--- config.mk ---
export PLATFORM = sky130hd
export DESIGN_NAME = mem_port_arbiter
export DESIGN_NICKNAME = d
export VERILOG_FILES = /design/src/rtl/mem_port_arbiter.sv
export SDC_FILE = /design/constraint.sdc
export NUM_CORES = 1
export LEC_CHECK = 0
export ABC_CLOCK_PERIOD_IN_PS = 2200
export CAP_MARGIN = 20
export CORE_AREA = 2 2 104 106
export DETAILED_ROUTE_END_ITERATION = 10
export DIE_AREA = 0 0 106 108
export GPL_TIMING_DRIVEN = 0
export PLACE_DENSITY = 0.72
export SLEW_MARGIN = 25
export SYNTH_ARGS = -nofsm -noshare
export SYNTH_HDL_FRONTEND = slang
export SYNTH_SLANG_ARGS = --single-unit
--- constraint.sdc ---
create_clock -name clk -period 2.2 [get_ports clk]
set_input_delay 0.33 -clock clk [delete_from_list [all_inputs] [get_ports clk]]
set_output_delay 0.33 -clock clk [all_outputs]
set_load 0.05 [all_outputs]
--- src/rtl/mem_port_arbiter.sv ---
// Arbiter sharing one synchronous memory between the fetch and data ports.
// Optional perf counters are enabled with `define ARB_PERF_CNT_EN.
module mem_port_arbiter #(
  parameter int ADDR_W     = 32,
  parameter int DATA_W     = 32,
  parameter int MEM_LAT    = 1,
  parameter int STARVE_MAX = 4
) (
  input  logic              clk,
  input  logic              rst,
  input  logic              if_req,
  input  logic [ADDR_W-1:0] if_addr,
  output logic              if_gnt,
  output logic              if_rvalid,
  output logic [DATA_W-1:0] if_rdata,
  input  logic              d_req,
  input  logic              d_we,
  input  logic [ADDR_W-1:0] d_addr,
  input  logic [DATA_W-1:0] d_wdata,
  output logic              d_gnt,
  output logic              d_rvalid,
  output logic [DATA_W-1:0] d_rdata,
  output logic              mem_en,
  output logic              mem_wen,
  output logic [ADDR_W-1:0] mem_addr,
  output logic [DATA_W-1:0] mem_wdata,
  input  logic [DATA_W-1:0] mem_rdata,
  output logic              if_stall
`ifdef ARB_PERF_CNT_EN
  ,
  output logic [31:0]       perf_conflict,
  output logic [31:0]       perf_busy
`endif
);

  localparam logic [3:0] LAT_M1 = 4'(MEM_LAT - 1);
  localparam logic [7:0] SMAX   = 8'(STARVE_MAX);

  typedef enum logic {IDLE, WAIT} state_t;

  state_t     state, state_n;
  logic [3:0] cnt, cnt_n;
  logic [7:0] starve, starve_n;
  logic       rd_pend, rd_pend_n;
  logic       own_d, own_d_n;
  logic       idle, if_win, d_win, grant, rd_grant;

  always_comb begin
    idle     = ~rst & (state == IDLE);
    if_win   = idle & if_req & (~d_req | (starve == SMAX));
    d_win    = idle & d_req & ~if_win;
    grant    = if_win | d_win;
    rd_grant = if_win | (d_win & ~d_we);
  end

  always_comb begin
    state_n   = state;
    cnt_n     = cnt;
    rd_pend_n = rd_pend;
    own_d_n   = own_d;
    case (state)
      IDLE: begin
        // the pending rvalid (if any) is delivered this cycle
        rd_pend_n = 1'b0;
        if (rd_grant) begin
          rd_pend_n = 1'b1;
          own_d_n   = d_win;
          if (MEM_LAT > 1) begin
            state_n = WAIT;
            cnt_n   = LAT_M1;
          end
        end
      end
      WAIT: begin
        if (cnt == 4'd1) begin
          state_n = IDLE;
          cnt_n   = 4'd0;
        end else begin
          cnt_n = cnt - 4'd1;
        end
      end
      default: state_n = IDLE;
    endcase
  end

  always_comb begin
    starve_n = starve;
    if (~if_req | if_win)
      starve_n = 8'd0;
    else if (starve != SMAX)
      starve_n = starve + 8'd1;
  end

  always_ff @(posedge clk) begin
    if (rst) begin
      state   <= IDLE;
      cnt     <= 4'd0;
      starve  <= 8'd0;
      rd_pend <= 1'b0;
      own_d   <= 1'b0;
    end else begin
      state   <= state_n;
      cnt     <= cnt_n;
      starve  <= starve_n;
      rd_pend <= rd_pend_n;
      own_d   <= own_d_n;
    end
  end

  always_comb begin
    if_gnt    = if_win;
    d_gnt     = d_win;
    if_stall  = ~rst & if_req & ~if_win;
    mem_en    = grant;
    mem_wen   = d_win & d_we;
    mem_addr  = d_win ? d_addr : (if_win ? if_addr : '0);
    mem_wdata = d_win ? d_wdata : '0;
    if_rvalid = idle & rd_pend & ~own_d;
    d_rvalid  = idle & rd_pend & own_d;
    if_rdata  = mem_rdata;
    d_rdata   = mem_rdata;
  end

`ifdef ARB_PERF_CNT_EN
  always_ff @(posedge clk) begin
    if (rst) begin
      perf_conflict <= 32'd0;
      perf_busy     <= 32'd0;
    end else begin
      if (state == IDLE && if_req && d_req)
        perf_conflict <= perf_conflict + 32'd1;
      if (state == WAIT && (if_req || d_req))
        perf_busy <= perf_busy + 32'd1;
    end
  end
`endif

endmodule
==> impl_metrics.py, run 1 <==
metrics = {
    "power_and_ir_drop": {
        "power.total_mw": 1.81,
        "ir_drop_mv": 0.371,
        "powerDensity_nw_per_um2": 328,
        "p_leak_nw": 2.23,
    },
    "worst_setup_path": {
        "reg2reg_to": "starve[7]",
        "worstPathArrival_ps": 1920,
        "reg2reg_depth": 6,
        "r2r_slack_ps": 780,
        "end_kind": "output port",
        "critPathMaxFanout": 7,
        "r2r_start": "starve[1]",
        "path_class": "flop to output port",
        "startpoint_type": "flop",
        "critical_path_required_ps": 1870,
    },
    "synthesis": {
        "synth_nets": 411,
        "syn_avg_cell_area_um2": 7.50,
        "netlist_instances": 274,
        "async_reset_ff_share_pct": 0,
        "synth_area_um2": 2050,
        "synth_edf_count": 0,
        "synth_flop_cell": "dfxtp_1",
        "ys_ff_latch": 15,
        "yosys_warnings": 0,
        "synth.distinct_cells": 36,
        "ys_seq_area_share_pct": 14.6,
    },
    "route": {
        "first_pass_iters": 4,
        "drt.antenna.violating_nets": 0,
        "viasPerCell": 4.45,
        "routed_wl_um": 11100,
        "avgRoutedWirePerCell_um": 16.7,
        "drc": 0,
        "drt_iter0_drc": 93,
        "num_vias": 2953,
    },
    "sta": {
        "period_share_pct": 102,
        "fin_worst_skew_ps": 2.40,
        "hold_violations": 0,
        "fmax_ghz": 0.445,
        "tightest_slew_ps": 514,
        "rsz0062_at_grt": "true",
        "slew_headroom_pct": 65.6,
        "finalSetupViolCount": 27,
        "drv_slew": 0,
        "fin_ws_ps": -48.4,
        "finalHoldWorstSlack_ps": 402,
        "period_minus_slack_ps": 2250,
        "tns_ps": -620,
    },
    "die": {
        "io_pins": 268,
        "core_area_um2": 10200,
        "die_h_um": 108,
        "fp.dieW_um": 106,
        "start_util_pct": 20.1,
        "rows": 37,
        "dieArea_um2": 11400,
    },
    "clock_network": {
        "clkSinkCount": 15,
        "h-tree-depth": 1,
        "cts_tree": "built",
        "cts_made_buffers": 3,
        "clk_pin_slew_worst_paths_ps": 60,
        "cts-root-buf": "clkbuf_8",
        "cts_buffer_depth": 2,
        "clk_latency_ps": 250,
    },
    "grt": {
        "gr-usage-all-layers_pct": 16.9,
        "antenna_found_initial": 0,
        "grt_pass1_wl_um": 15400,
        "grt_remaining_overflow": 0,
        "grt_max_degree": 11,
        "grt_pass1_vias": 2796,
    },
    "placement": {
        "dp_cells": 643,
        "dp_hpwl_um": 8400,
        "gp_congestion": 0.802,
        "io_buffers": 233,
    },
    "worst_hold_path": {
        "hold_path_depth": 2,
        "worstHoldStart": "rst",
        "min_to": "cnt[3]",
        "hold_path.class": "input pin to flop",
    },
    "layout": {
        "areaGrowthSynthToFinish_pct": 169,
        "antenna_cells": 0,
        "nFillCells": 897,
        "fin_nets": 666,
        "final_common_cell": "clkdlybuf4s50_1",
        "utilization_pct": 53.9,
        "drive_gt1_share_pct": 43.2,
        "final_cells": 664,
        "mostFrequentLayoutCells": "161 x clkdlybuf4s50_1, 86 x buf_4, 37 x buf_8, 37 x nand3_1",
    },
    "run": {
        "maxCapViolCount": 0,
    },
    "outcome": {
        "failed_checks": "setup timing",
        "status": "finished, violations left",
    },
}
## worst max-delay path: stages (launching register included)
cell,delay [ps]
dfxtp_4,350
inv_2,40
ha_4,150
and4bb_4,220
a31oi_4,260
buf_8,200
clkbuf_16,170
o2bb2ai_4,120
buf_8,160
## routing by layer
layer	share of wire (%)	track usage, %
met4	1.3	3.95
met3	6.1	4.04
met5	0	0
met1	37	19.2
met2	55	31.9
## cell families after synthesis
group / after synthesis / synth area share [%]
compound gates: 57 / 22.2
xor+xnor: 3 / 1.28
fa+ha+maj: 4 / 2.44
buf+inv: 91 / 30.5
flops: 15 / 14.6
mux: 1 / 0.487
simple gates: 103 / 28.5
## worst max path at each step
stage | start | end | slack, ps | cells after the start
2_1_floorplan | rst | mem_addr[14] | -100 | 5
3_3_place_gp | rst | mem_addr[22] | -1030 | 6
3_5_place_dp | rst | mem_addr[22] | -1080 | 6
4_1_cts | starve[0] | mem_addr[29] | -70 | 8
5_1_grt | starve[1] | mem_addr[22] | -100 | 8
6_report | starve[1] | mem_addr[22] | -50 | 8
## cells in the mapped netlist (all sizes together), types with 4 or more instances
master   instances  area [um2]
buf             74         562
nand3           37         185
and2            33         206
o2bb2ai         32         280
dfxtp           15         300
a21oi           10        50.1
clkbuf          10        38.8
nor2            10        37.5
inv              7        26.3
nand2            6        22.5
ha               4        50.1
o21ai            4        20.0
or3              4        25.0
## report_power, final
| group | switching (mW) | internal, mW |
|---|---|---|
| registers | 0.00272 | 0.273 |
| clock network | 0.0982 | 0.129 |
| logic | 0.710 | 0.596 |
## what timing repair did
| action | 4_1_cts | 5_1_grt |
|---|---|---|
| pin swaps | 2 | 17 |
| hold buffers | 0 | 0 |
| setup endpoints to repair | 71 | 67 |
| hold endpoints to repair | 0 | 0 |
| buffers inserted | 7 | 6 |
| gates cloned | 3 | 2 |
| gates resized for setup | 447 | 150 |
## metrics by stage
stage               cell area [um2]  setup WS, ps
finish                         5520         -48.4
global route                   5520         -95.4
CTS                            4690         -71.5
detailed placement             4590         -1080
global placement               4590         -1030
floorplan                      2090          -104
## sequential cells by signal (all words and copies together) (netlist names)
| register | flops |
|---|---|
| cnt | 4 |
| state | 1 |
| rd_pend | 1 |
| own_d | 1 |
| starve | 8 |
## final cells by class
type,count,area [um2],share of cell area (%)
timing repair buffer,251,2680,48.6
multi-input combinational,168,1630,29.6
buffer,83,654,11.9
sequential,15,309,5.60
tap,136,170,3.08
clock buffer,4,45.0,0.817
inverter,7,26.3,0.476
No activity file was read; power rests on OpenSTA's default activity.
==> inputs of run 2 (changes only) <==
Settings changed: ABC_CLOCK_PERIOD_IN_PS 2200 to 1800, CELL_PAD_IN_SITES_DETAIL_PLACEMENT set to 1, CELL_PAD_IN_SITES_GLOBAL_PLACEMENT set to 1, CORE_AREA 2 2 104 106 to not set, CORE_MARGIN set to 2, CORE_UTILIZATION set to 14, DIE_AREA 0 0 106 108 to not set, PLACE_DENSITY 0.72 to 0.84, RECOVER_POWER set to 25.
Clock period 2.2 ns to 1.8 ns, I/O delays scaled along.
==> run 2 against run 1 <==
Against the previous run: the run still ends with setup timing left; worst setup slack worse by 480 ps; highest routed layer unchanged; hold slack worse by 66 ps; clock power up 100%; register-to-register slack worse by 630 ps; sequential cell count unchanged; largest power group unchanged; design area up 11%; critical path type unchanged.
==> impl_metrics.py, run 2 (same netlist as run 1, synthesis figures left out) <==
metrics = {
    "outcome": {
        "status": "finished, violations left",
        "failed_checks": "setup timing",
    },
    "clock_network": {
        "h-tree-depth": 1,
        "cts_made_buffers": 3,
        "cts_tree": "built",
        "clkSinkCount": 15,
        "cts-root-buf": "clkbuf_16",
        "clk_pin_slew_worst_paths_ps": 50,
        "clk_latency_ps": 250,
        "ctsHoldBuffers": 0,
        "cts_buffer_depth": 2,
    },
    "layout": {
        "fin_nets": 679,
        "largest_register_ffs": 8,
        "drive_gt1_share_pct": 48.6,
        "mostFrequentLayoutCells": "144 x clkdlybuf4s50_1, 85 x buf_4, 40 x buf_8, 37 x nand3_1, 30 x o2bb2ai_4",
        "regMostFlops": "starve",
        "reg_top3": "starve (8), cnt (4)",
        "antenna_cells": 0,
        "final_cells": 725,
        "final_common_cell": "clkdlybuf4s50_1",
        "areaGrowthSynthToFinish_pct": 198,
        "finish.instance_area_um2": 6110,
        "utilization_pct": 42.4,
    },
    "worst_setup_path": {
        "startpoint_type": "flop",
        "worstPathArrival_ps": 2060,
        "end_kind": "output port",
        "crit_top_cell": "buf_6",
        "r2r_slack_ps": 150,
        "critical_path_required_ps": 1530,
        "slowest_delay_ps": 350,
        "path_class": "flop to output port",
        "critPathMaxFanout": 6,
        "cpMaxStageDelayCell": "dfxtp_4",
        "path_cells": "inv_2 -> ha_4 -> and4bb_1 -> buf_6 -> a31oi_4 -> buf_12 -> buf_4 -> buf_16 -> o2bb2ai_4 -> buf_6",
    },
    "die": {
        "io_pins": 268,
        "rows": 44,
        "start_util_pct": 14.2,
        "die_h_um": 125,
        "core_area_um2": 14400,
        "fp.dieW_um": 125,
        "dieArea_um2": 15700,
    },
    "placement": {
        "gp_congestion": 0.803,
        "dp_hpwl_um": 9410,
        "post_dp_cell_area_um2": 5320,
        "dp_cells": 691,
        "post-place-ws_ps": -1400,
        "io_buffers": 233,
    },
    "run": {
        "maxCapViolCount": 0,
    },
    "route": {
        "drc": 0,
        "drt.antenna.violating_nets": 0,
        "viasPerCell": 4.28,
        "first_pass_iters": 5,
        "num_vias": 3106,
        "routed_wl_um": 12600,
        "drt_iter0_drc": 92,
        "avgRoutedWirePerCell_um": 17.4,
    },
    "sta": {
        "tns_ps": -30870,
        "period_minus_slack_ps": 2330,
        "slew_headroom_pct": 64.2,
        "finalSetupViolCount": 68,
        "rsz0062_at_grt": "true",
        "fmax_ghz": 0.429,
        "fin_ws_ps": -533,
        "hold_violations": 0,
        "drv_slew": 0,
        "tightest_slew_ps": 535,
        "period_share_pct": 130,
        "fin_worst_skew_ps": 2.74,
    },
    "power_and_ir_drop": {
        "ir_drop_mv": 0.261,
        "powerDensity_nw_per_um2": 413,
        "p_leak_nw": 2.44,
    },
    "worst_hold_path": {
        "hold_path.class": "input pin to flop",
    },
    "grt": {
        "antenna_found_initial": 0,
        "gr-usage-all-layers_pct": 14.4,
        "grt_pass1_wl_um": 18300,
        "grt_max_degree": 11,
        "grt_pass1_vias": 3381,
        "grt_remaining_overflow": 0,
    },
}
run 2: cell count changes in the layout (fill, tap and decap cells not counted), sizes merged:
cell,before,now
buf,147,173
clkbuf,25,14
clkdlybuf4s15,4,1
clkdlybuf4s50,161,144
clkinv,0,1
dlygate4sd3,0,17
run 2: final cells by class:
type	instances	area, um2
Clock buffer	3	75.1
Timing Repair Buffer	264	2940
Clock inverter	1	5.00
Buffer	83	701
Sequential cell	15	308
Multi-Input combinational cell	168	1820
Tap cell	184	230
Inverter	7	26.3
Fill cell	1571	8310
run 2: path summary, 6_finish.rpt:
path	start	end	cells past startpoint
max	starve[1]	mem_addr[21]	10
min reg2reg	cnt[1]	cnt[1]	2
min	rst	cnt[3]	2
max reg2reg	starve[1]	starve[7]	8
run 2: repair_timing:
action	4_1_cts	5_1_grt
gates cloned	6	0
pin swaps	12	3
resized for setup	520	41
buffers inserted	15	11
setup endpoints to repair	71	71
run 2: critical path, delay by kind of cell (launching register included):
family / cells / cell delay, ps
buffers and inverters: 6 / 780
DFF: 1 / 350
and+or+nand+nor: 1 / 190
adders and majority gates: 1 / 150
AOI/OAI and AO/OA: 2 / 330
run 2: metal layers:
metal / global-route usage, % / vias up / part of all wire, %
met5: 0 / - / 0
met4: 3.46 / 0 / 1.8
met2: 29.7 / 166 / 58
li1: - / 1438 / -
met1: 14.4 / 1489 / 32
met3: 3.08 / 13 / 7.4
run 2: power breakdown:
part	total, mW	switching, mW	leakage [nW]	internal [mW]
Combinational	1.73	0.922	2.28	0.811
Sequential	0.338	0.00388	0.123	0.334
Clock	0.453	0.155	0.0409	0.298
run 2: per-stage QoR:
stage / hold slack, ps / power (mW)
finish: 336 / 2.52
global route: 350 / 2.60
CTS: 347 / 2.49
detailed placement: 504 / 1.89
global placement: 474 / 1.87
floorplan: 457 / 1.30
==> inputs of run 3 (changes only) <==
Settings changed: ABC_CLOCK_PERIOD_IN_PS 1800 to 2000.
Clock period 1.8 ns to 2 ns, I/O delays scaled along.
==> run 3 against run 2 <==
Against the previous run: the run still ends with setup timing left; final cell count fell by 0.41%; first-iteration DRC count decreased by 27%; design area is 2.6% higher; global-route usage down 0.20 points; critical endpoint is now mem_addr[3]; via count down 2.2%; register-to-register slack better by 370 ps; critical path depth shrank 3; non-clock buffer count decreased by 3; worst setup slack better by 210 ps.
==> impl_metrics.py, run 3 (same netlist as run 1, synthesis figures left out) <==
metrics = {
    "outcome": {
        "status": "finished, violations left",
        "failed_checks": "setup timing",
    },
    "grt": {
        "grt_max_degree": 11,
        "gr-usage-all-layers_pct": 14.2,
        "grt_pass1_vias": 3473,
        "antenna_found_initial": 0,
        "grt_pass1_wl_um": 18300,
        "grt_remaining_overflow": 0,
    },
    "worst_setup_path": {
        "end_kind": "output port",
        "cpMaxStageDelayCell": "or3b_4",
        "slowest_delay_ps": 440,
        "worstPathArrival_ps": 2020,
        "critPathMaxFanout": 7,
        "path_class": "flop to output port",
        "crit_top_cell": "buf_12",
        "path_cells": "or3b_4 -> a31oi_4 -> buf_12 -> buf_12 -> buf_16 -> o2bb2ai_4 -> buf_8",
        "critical_path_required_ps": 1700,
        "startpoint_type": "flop",
    },
    "route": {
        "avgRoutedWirePerCell_um": 17.1,
        "num_vias": 3037,
        "drc": 0,
        "routed_wl_um": 12300,
        "drt.antenna.violating_nets": 0,
        "drt_iter0_drc": 67,
        "viasPerCell": 4.21,
        "first_pass_iters": 4,
    },
    "layout": {
        "largest_register_ffs": 8,
        "reg_top3": "starve (8), cnt (4)",
        "drive_gt1_share_pct": 48.3,
        "utilization_pct": 43.5,
        "final_common_cell": "clkdlybuf4s50_1",
        "regMostFlops": "starve",
        "mostFrequentLayoutCells": "161 x clkdlybuf4s50_1, 78 x buf_4, 64 x buf_8, 37 x nand3_1, 33 x and2_4",
        "final_cells": 722,
        "fin_nets": 676,
        "areaGrowthSynthToFinish_pct": 205,
        "antenna_cells": 0,
    },
    "sta": {
        "tightest_slew_ps": 521,
        "rsz0062_at_grt": "true",
        "finalSetupViolCount": 68,
        "fin_ws_ps": -321,
        "period_share_pct": 116,
        "drv_slew": 0,
        "period_minus_slack_ps": 2320,
        "hold_violations": 0,
        "fin_worst_skew_ps": 0.956,
        "fmax_ghz": 0.431,
        "slew_headroom_pct": 65.2,
        "finalHoldWorstSlack_ps": 375,
    },
    "run": {
        "maxCapViolCount": 0,
    },
    "clock_network": {
        "clk_pin_slew_worst_paths_ps": 50,
        "cts_made_buffers": 3,
        "cts_tree": "built",
        "cts-root-buf": "clkbuf_16",
        "h-tree-depth": 1,
        "cts_buffer_depth": 2,
        "clkSinkCount": 15,
        "clk_latency_ps": 250,
        "ctsHoldBuffers": 0,
    },
    "die": {
        "rows": 44,
        "fp.dieW_um": 125,
        "core_area_um2": 14400,
        "dieArea_um2": 15700,
        "io_pins": 268,
        "die_h_um": 125,
        "start_util_pct": 14.2,
    },
    "power_and_ir_drop": {
        "power.total_mw": 2.31,
        "powerDensity_nw_per_um2": 369,
        "p_leak_nw": 2.48,
        "ir_drop_mv": 0.224,
    },
    "placement": {
        "post-place-ws_ps": -1330,
        "io_buffers": 233,
        "gp_congestion": 0.764,
        "dp_hpwl_um": 9480,
        "dp_cells": 691,
    },
    "worst_hold_path": {
        "hold_path.class": "input pin to flop",
    },
}
run 3: cell count changes in the layout (fill, tap and decap cells not counted), sizes merged:
cell / previous run / this run
dlygate4sd3: 17 / 0
clkdlybuf4s50: 144 / 161
clkinv: 1 / 0
clkbuf: 14 / 18
buf: 173 / 167
run 3: repair_timing:
item	in CTS	in global routing
endpoints found under the setup margin	71	70
cloned	6	2
resized for setup	585	63
buffers inserted	12	9
pin swaps	13	28
run 3: power breakdown:
group / internal (mW) / switching, mW
registers: 0.301 / 0.00384
clock network: 0.271 / 0.129
logic: 0.771 / 0.839
run 3: worst paths after layout:
kind	start	endpoint	slack, ps	cells after the start
max	state	mem_addr[3]	-320	7
min	rst	cnt[3]	370	2
min reg2reg	cnt[2]	cnt[2]	510	2
max reg2reg	state	cnt[2]	520	4
run 3: critical path: cells and delay by family, from the launching register on:
| family | cells | cell delay [ps] |
|---|---|---|
| compound gates | 2 | 340 |
| buf+inv | 4 | 600 |
| flops | 1 | 380 |
| simple gates | 1 | 440 |
run 3: routing by layer:
metal / vias up / part of all wire, % / GRT usage [%] / wire length (um)
met4: 0 / 1.7 / 2.48 / 213
met1: 1430 / 32 / 13.6 / 4000
li1: 1434 / - / - / -
met5: - / 0 / 0 / 0
met2: 159 / 58 / 30.1 / 7140
met3: 14 / 7.8 / 3.64 / 966
run 3: area by class of cell:
class | instances | area [um2]
plain buffers | 83 | 708
repair buffers | 261 | 3050
flip-flops and latches | 15 | 309
fillers | 1558 | 8150
inverters | 7 | 31.3
multi-input cells | 168 | 1860
well taps | 184 | 230
clock buffers | 4 | 78.8
run 3: through the flow:
step	setup TNS, ps	cell area (um2)
3_3_place_gp	-82090	5220
5_1_grt	-20480	6270
3_5_place_dp	-84090	5220
4_1_cts	-16070	6010
6_report	-17570	6270
2_1_floorplan	-454	2660
